**src/rtl/mono_data_tx_pkg.sv**
```systemverilog
// Shared definitions for the MONOPIX serial readout emulator.
// Hit word layout is {col, row, le, te}, with the column in the MSBs.
package mono_data_tx_pkg;

  localparam int COL_W      = 6;
  localparam int ROW_W      = 8;
  localparam int TS_W       = 6;
  localparam int WORD_WIDTH = COL_W + ROW_W + 2 * TS_W;

  localparam logic [1:0] ST_IDLE   = 2'd0;
  localparam logic [1:0] ST_FROZEN = 2'd1;
  localparam logic [1:0] ST_LOAD   = 2'd2;
  localparam logic [1:0] ST_SHIFT  = 2'd3;

  typedef struct packed {
    logic [COL_W-1:0] col;
    logic [ROW_W-1:0] row;
    logic [TS_W-1:0]  le;
    logic [TS_W-1:0]  te;
  } hit_word_t;

  function automatic logic [TS_W-1:0] bin2gray(input logic [TS_W-1:0] x);
    return x ^ (x >> 1);
  endfunction

endpackage

```
**src/rtl/mono_data_tx_if.sv**
```systemverilog
// Hit enqueue bus plus the FREEZE/READ/TOKEN/DATA readout lines of mono_data_tx.
// The master modport is the DAQ / hit source side; the slave modport is the emulated chip.
interface mono_data_tx_if #(
  parameter int WORD_WIDTH = mono_data_tx_pkg::WORD_WIDTH
);

  logic [WORD_WIDTH-1:0] HIT_DATA;
  logic                  HIT_VALID;
  logic                  HIT_READY;
  logic                  FREEZE;
  logic                  READ;
  logic                  TOKEN;
  logic                  DATA;

  modport master (
    output HIT_DATA, HIT_VALID, FREEZE, READ,
    input  HIT_READY, TOKEN, DATA
  );

  modport slave (
    input  HIT_DATA, HIT_VALID, FREEZE, READ,
    output HIT_READY, TOKEN, DATA
  );

endinterface

```
**src/rtl/mono_data_tx_fifo.sv**
```systemverilog
// Synchronous hit buffer with occupancy count and a sticky overflow flag.
// Storage is not reset; resetting the pointers discards whatever it holds.
module mono_data_tx_fifo #(
  parameter int ADDR_WIDTH = 4,
  parameter int WORD_WIDTH = 26
) (
  input  logic                  clk,
  input  logic                  rst_n,
  input  logic [WORD_WIDTH-1:0] wr_data,
  input  logic                  wr_valid,
  output logic                  wr_ready,
  input  logic                  rd_pop,
  output logic [WORD_WIDTH-1:0] rd_data,
  output logic [ADDR_WIDTH:0]   count,
  output logic                  overflow
);

  localparam int DEPTH = 1 << ADDR_WIDTH;

  logic [WORD_WIDTH-1:0] mem [DEPTH];
  logic [ADDR_WIDTH-1:0] wr_ptr_q, wr_ptr_d;
  logic [ADDR_WIDTH-1:0] rd_ptr_q, rd_ptr_d;
  logic [ADDR_WIDTH:0]   count_q, count_d;
  logic                  overflow_q, overflow_d;
  logic                  push;
  logic                  pop;

  // count never exceeds DEPTH, so its MSB alone marks the full buffer
  assign wr_ready = ~count_q[ADDR_WIDTH];
  assign push     = wr_valid & wr_ready;
  assign pop      = rd_pop & (count_q != '0);
  assign rd_data  = mem[rd_ptr_q];
  assign count    = count_q;
  assign overflow = overflow_q;

  always_comb begin
    wr_ptr_d   = wr_ptr_q;
    rd_ptr_d   = rd_ptr_q;
    count_d    = count_q;
    overflow_d = overflow_q | (wr_valid & ~wr_ready);
    if (push) begin
      wr_ptr_d = wr_ptr_q + ADDR_WIDTH'(1);
    end
    if (pop) begin
      rd_ptr_d = rd_ptr_q + ADDR_WIDTH'(1);
    end
    case ({push, pop})
      2'b10:   count_d = count_q + (ADDR_WIDTH+1)'(1);
      2'b01:   count_d = count_q - (ADDR_WIDTH+1)'(1);
      default: count_d = count_q;
    endcase
  end

  always_ff @(posedge clk or negedge rst_n) begin
    if (!rst_n) begin
      wr_ptr_q   <= '0;
      rd_ptr_q   <= '0;
      count_q    <= '0;
      overflow_q <= 1'b0;
    end else begin
      wr_ptr_q   <= wr_ptr_d;
      rd_ptr_q   <= rd_ptr_d;
      count_q    <= count_d;
      overflow_q <= overflow_d;
    end
  end

  always_ff @(posedge clk) begin
    if (push) begin
      mem[wr_ptr_q] <= wr_data;
    end
  end

endmodule

```
**src/rtl/mono_data_tx.sv**
```systemverilog
// Chip-side emulator of the MONOPIX serial readout: FREEZE/READ in, TOKEN/DATA out.
// Define MONO_DATA_TX_GRAY_EN to Gray-code the le/te fields as each word is loaded.
module mono_data_tx #(
  parameter int ADDR_WIDTH = 4,
  parameter int WORD_WIDTH = mono_data_tx_pkg::WORD_WIDTH
) (
  input  logic              CLK,
  input  logic              nRST,
  mono_data_tx_if.slave     bus,
  output logic [ADDR_WIDTH:0] COUNT,
  output logic              OVERFLOW
);

  import mono_data_tx_pkg::*;

  localparam int              BC_W     = $clog2(WORD_WIDTH);
  localparam logic [BC_W-1:0] LAST_BIT = BC_W'(WORD_WIDTH - 1);

  logic [1:0]            state_q, state_d;
  logic                  freeze_q;
  logic                  read_q;
  logic [ADDR_WIDTH:0]   frz_cnt_q, frz_cnt_d;
  logic [WORD_WIDTH-1:0] shift_q, shift_d;
  logic [BC_W-1:0]       bit_cnt_q, bit_cnt_d;
  logic                  fifo_pop;
  logic [WORD_WIDTH-1:0] head_word;
  logic [WORD_WIDTH-1:0] load_word;
  logic                  freeze_rise;
  logic                  read_rise;

  mono_data_tx_fifo #(
    .ADDR_WIDTH (ADDR_WIDTH),
    .WORD_WIDTH (WORD_WIDTH)
  ) u_fifo (
    .clk      (CLK),
    .rst_n    (nRST),
    .wr_data  (bus.HIT_DATA),
    .wr_valid (bus.HIT_VALID),
    .wr_ready (bus.HIT_READY),
    .rd_pop   (fifo_pop),
    .rd_data  (head_word),
    .count    (COUNT),
    .overflow (OVERFLOW)
  );

  assign freeze_rise = bus.FREEZE & ~freeze_q;
  assign read_rise   = bus.READ & ~read_q;

`ifdef MONO_DATA_TX_GRAY_EN
  always_comb begin
    load_word                   = head_word;
    load_word[2*TS_W-1:TS_W]    = bin2gray(head_word[2*TS_W-1:TS_W]);
    load_word[TS_W-1:0]         = bin2gray(head_word[TS_W-1:0]);
  end
`else
  assign load_word = head_word;
`endif

  // Only words present at the freeze are offered; later hits wait for the next freeze
  always_comb begin
    state_d   = state_q;
    frz_cnt_d = frz_cnt_q;
    shift_d   = shift_q;
    bit_cnt_d = bit_cnt_q;
    fifo_pop  = 1'b0;
    case (state_q)
      ST_IDLE: begin
        if (freeze_rise) begin
          state_d   = ST_FROZEN;
          frz_cnt_d = COUNT;
        end
      end
      ST_FROZEN: begin
        if (!bus.FREEZE) begin
          state_d = ST_IDLE;
        end else if (read_rise && (frz_cnt_q != '0)) begin
          state_d = ST_LOAD;
        end
      end
      ST_LOAD: begin
        fifo_pop  = 1'b1;
        shift_d   = load_word;
        frz_cnt_d = frz_cnt_q - (ADDR_WIDTH+1)'(1);
        bit_cnt_d = '0;
        state_d   = ST_SHIFT;
      end
      ST_SHIFT: begin
        shift_d   = shift_q << 1;
        bit_cnt_d = bit_cnt_q + BC_W'(1);
        if (bit_cnt_q == LAST_BIT) begin
          state_d = bus.FREEZE ? ST_FROZEN : ST_IDLE;
        end
      end
      default: state_d = ST_IDLE;
    endcase
  end

  always_ff @(posedge CLK or negedge nRST) begin
    if (!nRST) begin
      state_q   <= ST_IDLE;
      freeze_q  <= 1'b0;
      read_q    <= 1'b0;
      frz_cnt_q <= '0;
      shift_q   <= '0;
      bit_cnt_q <= '0;
    end else begin
      state_q   <= state_d;
      freeze_q  <= bus.FREEZE;
      read_q    <= bus.READ;
      frz_cnt_q <= frz_cnt_d;
      shift_q   <= shift_d;
      bit_cnt_q <= bit_cnt_d;
    end
  end

  assign bus.TOKEN = (state_q == ST_IDLE) ? (COUNT != '0) : (frz_cnt_q != '0);
  assign bus.DATA  = (state_q == ST_SHIFT) & shift_q[WORD_WIDTH-1];

endmodule

```
**src/flat_wrapper.sv**
```systemverilog
// flat-port wrapper written by rule: the top's interface ports become plain ports
module mono_data_tx_flat import mono_data_tx_pkg::*;
#(
  parameter int ADDR_WIDTH = 4,
  parameter int WORD_WIDTH = mono_data_tx_pkg::WORD_WIDTH
)
  (CLK, nRST, COUNT, OVERFLOW, bus_HIT_DATA, bus_HIT_VALID, bus_FREEZE, bus_READ, bus_HIT_READY, bus_TOKEN, bus_DATA);
  mono_data_tx_if #(.WORD_WIDTH(WORD_WIDTH)) bus_i ();
  input  logic CLK;
  input  logic nRST;
  output logic [ADDR_WIDTH:0] COUNT;
  output logic OVERFLOW;
  input wire logic [$bits(bus_i.HIT_DATA)-1:0] bus_HIT_DATA;
  input wire logic [$bits(bus_i.HIT_VALID)-1:0] bus_HIT_VALID;
  input wire logic [$bits(bus_i.FREEZE)-1:0] bus_FREEZE;
  input wire logic [$bits(bus_i.READ)-1:0] bus_READ;
  output wire logic [$bits(bus_i.HIT_READY)-1:0] bus_HIT_READY;
  output wire logic [$bits(bus_i.TOKEN)-1:0] bus_TOKEN;
  output wire logic [$bits(bus_i.DATA)-1:0] bus_DATA;
  assign bus_i.HIT_DATA = bus_HIT_DATA;
  assign bus_i.HIT_VALID = bus_HIT_VALID;
  assign bus_i.FREEZE = bus_FREEZE;
  assign bus_i.READ = bus_READ;
  assign bus_HIT_READY = bus_i.HIT_READY;
  assign bus_TOKEN = bus_i.TOKEN;
  assign bus_DATA = bus_i.DATA;
  mono_data_tx #(.ADDR_WIDTH(ADDR_WIDTH), .WORD_WIDTH(WORD_WIDTH)) u_core (.CLK(CLK), .nRST(nRST), .bus(bus_i), .COUNT(COUNT), .OVERFLOW(OVERFLOW));
endmodule
```
**config.mk**
```make
export PLATFORM = sky130hd
export DESIGN_NAME = mono_data_tx_flat
export DESIGN_NICKNAME = d
export VERILOG_FILES = /design/src/rtl/mono_data_tx_pkg.sv /design/src/rtl/mono_data_tx_if.sv /design/src/rtl/mono_data_tx_fifo.sv /design/src/rtl/mono_data_tx.sv /design/src/flat_wrapper.sv
export SDC_FILE = /design/constraint.sdc
export NUM_CORES = 1
export LEC_CHECK = 0
export ABC_AREA = 1
export BUFFER_PORTS_ARGS = -buffer_cell sky130_fd_sc_hd__buf_4
export CAP_MARGIN = 15
export CORE_UTILIZATION = 45
export DETAILED_ROUTE_END_ITERATION = 12
export PLACE_DENSITY = 0.68
export REMOVE_ABC_BUFFERS = 1
export SLEW_MARGIN = 40
export SYNTH_ARGS = -nofsm -noshare
export SYNTH_HDL_FRONTEND = slang
export SYNTH_SLANG_ARGS = --single-unit
```
**constraint.sdc**
```tcl
create_clock -name CLK -period 2.5 [get_ports CLK]
set_input_delay 0.5 -clock CLK [delete_from_list [all_inputs] [get_ports CLK]]
set_output_delay 0.5 -clock CLK [all_outputs]
set_load 0.01 [all_outputs]
```
Word level (Yosys, flattened, before mapping) --
Memory sizes are Yosys's and may differ from the RTL's. Index checks and enable logic that the tools add are counted.
Word-level totals: bits in writable memories 416, memories kept 1, word-level logic and storage cells 60, input bits 31, output and inout port bits 9, flip-flop bits (word level) 54
Cells by class: equality and inequality tests 9, reductions and logical operators 9, multiplexer cells 15, $add $sub $neg 6, bitwise gates (word level) 10
Memory list:
- u_core.u_fifo.mem | words 16, bits a word 26, read ports 1, clocked after Yosys merged registers in 0, wr ports 1, RTL line mono_data_tx_fifo.sv:20 | logic [WORD_WIDTH-1:0] mem [DEPTH];
Operators with widths (count):
- 26-bit case mux with 2 select lines | 1
- 5-bit case mux with 2 select lines | 3
- 5-bit by 1-bit adder with 5-bit output, second input constant | 2
- 5-bit nonzero test | 2
- 5-bit by 1-bit subtractor with 5-bit output, second input constant | 2
- 4-bit by 1-bit adder with 4-bit output, second input constant | 2
- 2-bit two-way mux | 4
- 2-bit case mux with 4 select lines | 1
- 1-bit bitwise AND | 6
- 2-bit == test, second input constant | 3
- 2-bit nonzero test | 3
- 5-bit == test, second input constant | 1
- 1-bit two-way mux | 5
- 5-bit two-way mux | 1
- 2-bit by 1-bit == test with 1-bit output, second input constant | 2
- 2-bit by 1-bit != test with 1-bit output, second input constant | 2
- 3-bit by 2-bit != test with 1-bit output, second input constant | 1
- 1-bit NOT | 3
- 3-bit AND reduction | 1
- 2-bit zero test | 1
- 2-bit AND reduction | 1
- 1-bit logical AND | 1
- 1-bit bitwise OR | 1

Longest topological paths before layout --
depth after elaboration 6, mapped depth 15, depth with buffers taken out 15

Modules after synthesis --
Synthesis repeated with hierarchy kept, for this count alone.
Second synthesis, totals: cells, all modules 1973, area, all modules 20196.9 sq um
Modules (own cells, without submodules):
- mono_data_tx_fifo | seq. area each 12842.3 sq um, times used 1, area each 18243.7 sq um, cells each 1735
- mono_data_tx | seq. area each 1001.0 sq um, times used 1, area each 1953.1 sq um, cells each 238

Least setup slack after synthesis --
OpenSTA, ideal clock, no wires.
path type in2reg, start point input bus_HIT_VALID, end point memory u_core.u_fifo.mem[11][0] (enable), required time 2.091 ns, setup slack -0.116 ns, data arrival time 2.207 ns, stages 4, setup time 0.409 ns, path buffers 0, cells stage by stage inv_1 nor2_1 nand2_1 nor2_1
On the way: word-level cells in the longest chain between the ends 3
RTL lines:
- from (decl) | RTL line flat_wrapper.sv:14 | input wire logic [$bits(bus_i.HIT_VALID)-1:0] bus_HIT_VALID;
- 1-bit bitwise AND | RTL line mono_data_tx_fifo.sv:30 | assign push = wr_valid & wr_ready;
- 1-bit two-way mux | RTL line mono_data_tx_fifo.sv:69 | if (push) begin
- 1-bit two-way mux (implied by the code) | RTL line mono_data_tx_fifo.sv:70 | mem[wr_ptr_q] <= wr_data;
- to (decl) | RTL line mono_data_tx_fifo.sv:20
Every way passes these cells.

==> results.json <==
{
  "status": "complete, no violations",
  "clkSlewWorstSetupHoldPaths_ns": 0.06,
  "slew_viol_final": 0,
  "cts_tree": "yes",
  "die_h_um": 216,
  "start_util_pct": 46.0,
  "ioPinCount": 40,
  "core_region_area_mm2": 0.0447,
  "p_total_uw": 25100,
  "maxCapViolations": 0,
  "finalCritPeriodShare_pct": 92.0,
  "synth_cell_types": 26,
  "synthArstFlopShare_pct": 11.5,
  "post_cts.repair.setup_buffers": 0,
  "muxShareOfSynthArea_pct": 0,
  "synth_compound_area_share_pct": 1.50,
  "setup_viol": 0,
  "antenna_found_initial": 0,
  "power.switching_uw": 8880,
  "synth-xor-area-share_pct": 0.511,
  "gp_congestion": 0.807,
  "overflow": 0,
  "drcViolationCount": 0,
  "fin_nets": 2150,
  "grt_pass1_vias": 13800,
  "fmaxAchievable_ghz": 0.435,
  "drt_iter0_drc": 1248,
  "fin_util_pct": 52.6,
  "hold_viol": 0,
  "synth_area_mm2": 0.0206,
  "reg2reg_from": "u_core.u_fifo.count[4]$_DFFE_PN0P_",
  "syn_inst": 2048,
  "netlist_top_cells_area": "edfxtp_1 (61%), nand2_1 (12%), nand3_1 (7.8%)",
  "peakVddDrop_v": 0.000646,
  "numCtsBuffers": 49,
  "wl_per_cell_um": 17.3,
  "power.leakage_uw": 0.0103,
  "swShare_pct": 35.3,
  "min_path_type": "in -> reg",
  "internal_power_uw": 16300,
  "holdPathStages": 1,
  "criticalPathCategory": "reg -> out",
  "rsz0062_at_grt": "false",
  "hold_start": "bus_READ",
  "reg2regPathDepth": 13,
  "yosysSeqAreaShare_pct": 67.3,
  "crit_path_start_kind": "flip-flop",
  "clock_path_buffers": 3,
  "powerDensity_mw_per_mm2": 1070,
  "dp_hpwl_mm": 27.3,
  "drive_gt1_share_pct": 8.85,
  "cp.required_ns": 2.00,
  "die_w_um": 216,
  "areaGrowthSynthToFinish_pct": 14.2,
  "clock_skew_ns": 0.0126,
  "period_needed_ns": 2.30,
  "grt_pass1_wl_mm": 75.4,
  "synth_top_family_by_area": "simple AND/OR/NAND/NOR gates",
  "die_area_mm2": 0.0466,
  "vias_per_cell": 5.03,
  "numPortBuffers": 39,
  "combPwrFrac_pct": 32.6,
  "synth_area_leader_cell": "edfxtp_1",
  "ant_nets": 0,
  "tightestPinTransition_ns": 0.799,
  "r2r-end": "u_core.u_fifo.count[4]$_DFFE_PN0P_",
  "seqPwrFrac_pct": 39.0,
  "clk_latency_ns": 0.57,
  "antenna_cells": 0,
  "slew-limit-headroom_pct": 46.7,
  "synthFlopType": "edfxtp_1",
  "grt_usage_pct": 20.7,
  "path_max_fanout": 33,
  "yosys.area_share.simple_pct": 20.4,
  "rows": 77,
  "syn_area_per_cell_um2": 10.0,
  "synth_edf_count": 416,
  "cts_sinks": 470,
  "dr.pass1.iters": 5,
  "synth_warnings": 0,
  "htreeDepth": 2,
  "min_to": "u_core.read_q$_DFF_PN0_",
  "grt_max_degree": 107,
  "clkPwrFrac_pct": 28.4,
  "arrival_ns": 1.80,
  "vias": 13800,
  "drt_wl_total_mm": 47.4,
  "cts.root.buffer_cell": "clkbuf_16",
  "cp-end-kind": "primary output",
  "reg2reg_slack_ns": 0.23,
  "synth_fa_ha_area_share_pct": 0.791,
  "ys_seq_elements": 470,
  "synth_top_cell_area_share_pct": 60.7
}
metal layers:
metal | track usage [%] | vias to the layer above | part of all wire [%]
met5 | 0 | - | 0
met4 | 6.52 | 0 | 2.4
li1 | - | 6677 | -
met1 | 27.9 | 6602 | 44
met3 | 3.55 | 78 | 5.5
met2 | 34.3 | 411 | 48
worst max path at each step:
stage                                           from                                 end  slack [ns]  cells after the start
6_report                                   flip-flop                           bus_TOKEN        0.20                      7
5_1_grt           u_core.u_fifo.count[4]$_DFFE_PN0P_  u_core.u_fifo.count[4]$_DFFE_PN0P_        0.02                     13
4_1_cts                                    flip-flop                           bus_TOKEN        0.11                      7
3_5_place_dp      u_core.u_fifo.count[4]$_DFFE_PN0P_  u_core.u_fifo.count[4]$_DFFE_PN0P_        0.22                     13
3_3_place_gp      u_core.u_fifo.count[4]$_DFFE_PN0P_  u_core.u_fifo.count[4]$_DFFE_PN0P_        0.24                     14
2_1_floorplan  u_core.u_fifo.rd_ptr_q[0]$_DFFE_PN0P_      u_core.shift_q[11]$_DFFE_PN0P_       -4.53                      8
placed cells by master (no fill, tap or decap), types with 2 or more instances in the layout:
master,count
nand2_1,652
edfxtp_1,416
inv_1,394
nand3_1,322
buf_4,87
dfrtp_1,51
clkbuf_16,51
o22ai_1,26
clkbuf_1,18
nor2_4,16
o21ai_0,16
ha_1,13
buf_12,13
nor2_1,12
xor2_1,11
clkinv_2,7
clkinv_1,7
a21oi_1,4
bufinv_16,4
nor3_1,3
inv_6,3
o21bai_1,2
inv_2,2
nand4_1,2
clkbuf_8,2
dfrtp_4,2
power groups by stage:
stage          sequential, uW  combinational (uW)  clock, uW
6_report                 9820                8190       7140
5_1_grt                  9890                9170       7560
4_1_cts                  9810                8200       7260
3_5_place_dp             9970                8150          0
3_3_place_gp             9930                8040          0
2_1_floorplan           10400                4360          0
worst max-delay path: stages, from the launching register on:
cell and delay, ns:
dfrtp_1 0.37, buf_6 0.28, inv_1 0.14, nand2_1 0.13
inv_1 0.05, nand2_1 0.06, nand2_1 0.06, buf_4 0.14
cell usage after synthesis, types with 2 or more instances:
| master | instances |
|---|---|
| a21oi_1 | 4 |
| o21ai_0 | 16 |
| o21bai_1 | 2 |
| nand3_1 | 322 |
| edfxtp_1 | 416 |
| nor3_1 | 3 |
| ha_1 | 13 |
| clkbuf_1 | 17 |
| xor2_1 | 11 |
| o22ai_1 | 26 |
| nand4_1 | 2 |
| dfrtp_1 | 54 |
| buf_4 | 2 |
| inv_1 | 394 |
| nor2_1 | 28 |
| buf_2 | 63 |
| inv_2 | 4 |
| buf_6 | 3 |
| buf_1 | 10 |
| nand2_1 | 652 |
what timing repair did:
action	4_1_cts	5_1_grt
endpoints found under the setup margin	0	1
hold endpoints to repair	0	30
resized for setup	0	1
hold buffers	0	1
cells by family (layout without fill, tap and decap cells):
family | after synthesis | after routing
buf+inv | 493 | 591
flops | 470 | 470
xor+xnor | 12 | 12
compound gates | 52 | 52
fa+ha+maj | 13 | 13
simple gates | 1008 | 1008
stage by stage:
stage | setup slack [ns] | instances | setup TNS [ns] | hold slack (ns) | instance area, um2
floorplan | -4.53 | 1953 | -164.76 | 0.204 | 20100
global placement | 0.241 | 2645 | 0 | 0.460 | 21900
detailed placement | 0.222 | 2645 | 0 | 0.472 | 21900
CTS | 0.108 | 2736 | 0 | 0.00414 | 23500
global route | 0.0173 | 2738 | 0 | 0.0249 | 23500
finish | 0.200 | 2738 | 0 | 0.0461 | 23500
area by class of cell:
type	count	area [um2]
clock buffers	71	1370
clock inverters	20	203
fillers	3865	21200
inverters	398	1500
multi-input cells	1085	4890
flip-flops and latches	470	13900
well taps	592	741
repair buffers	102	935
flip-flops by register name, indices dropped and copies added, names as in the netlist, named ones only:
signal	cells
u_core.u_fifo.mem	416
u_core.shift_q	26
u_core.bit_cnt_q	5
u_core.frz_cnt_q	5
u_core.u_fifo.count	5
u_core.u_fifo.rd_ptr_q	4
u_core.u_fifo.wr_ptr_q	4
u_core.freeze_q	1
u_core.read_q	1
u_core.state_q	1
u_core.u_fifo.overflow	1
No activity file was read; power rests on OpenSTA's default activity.
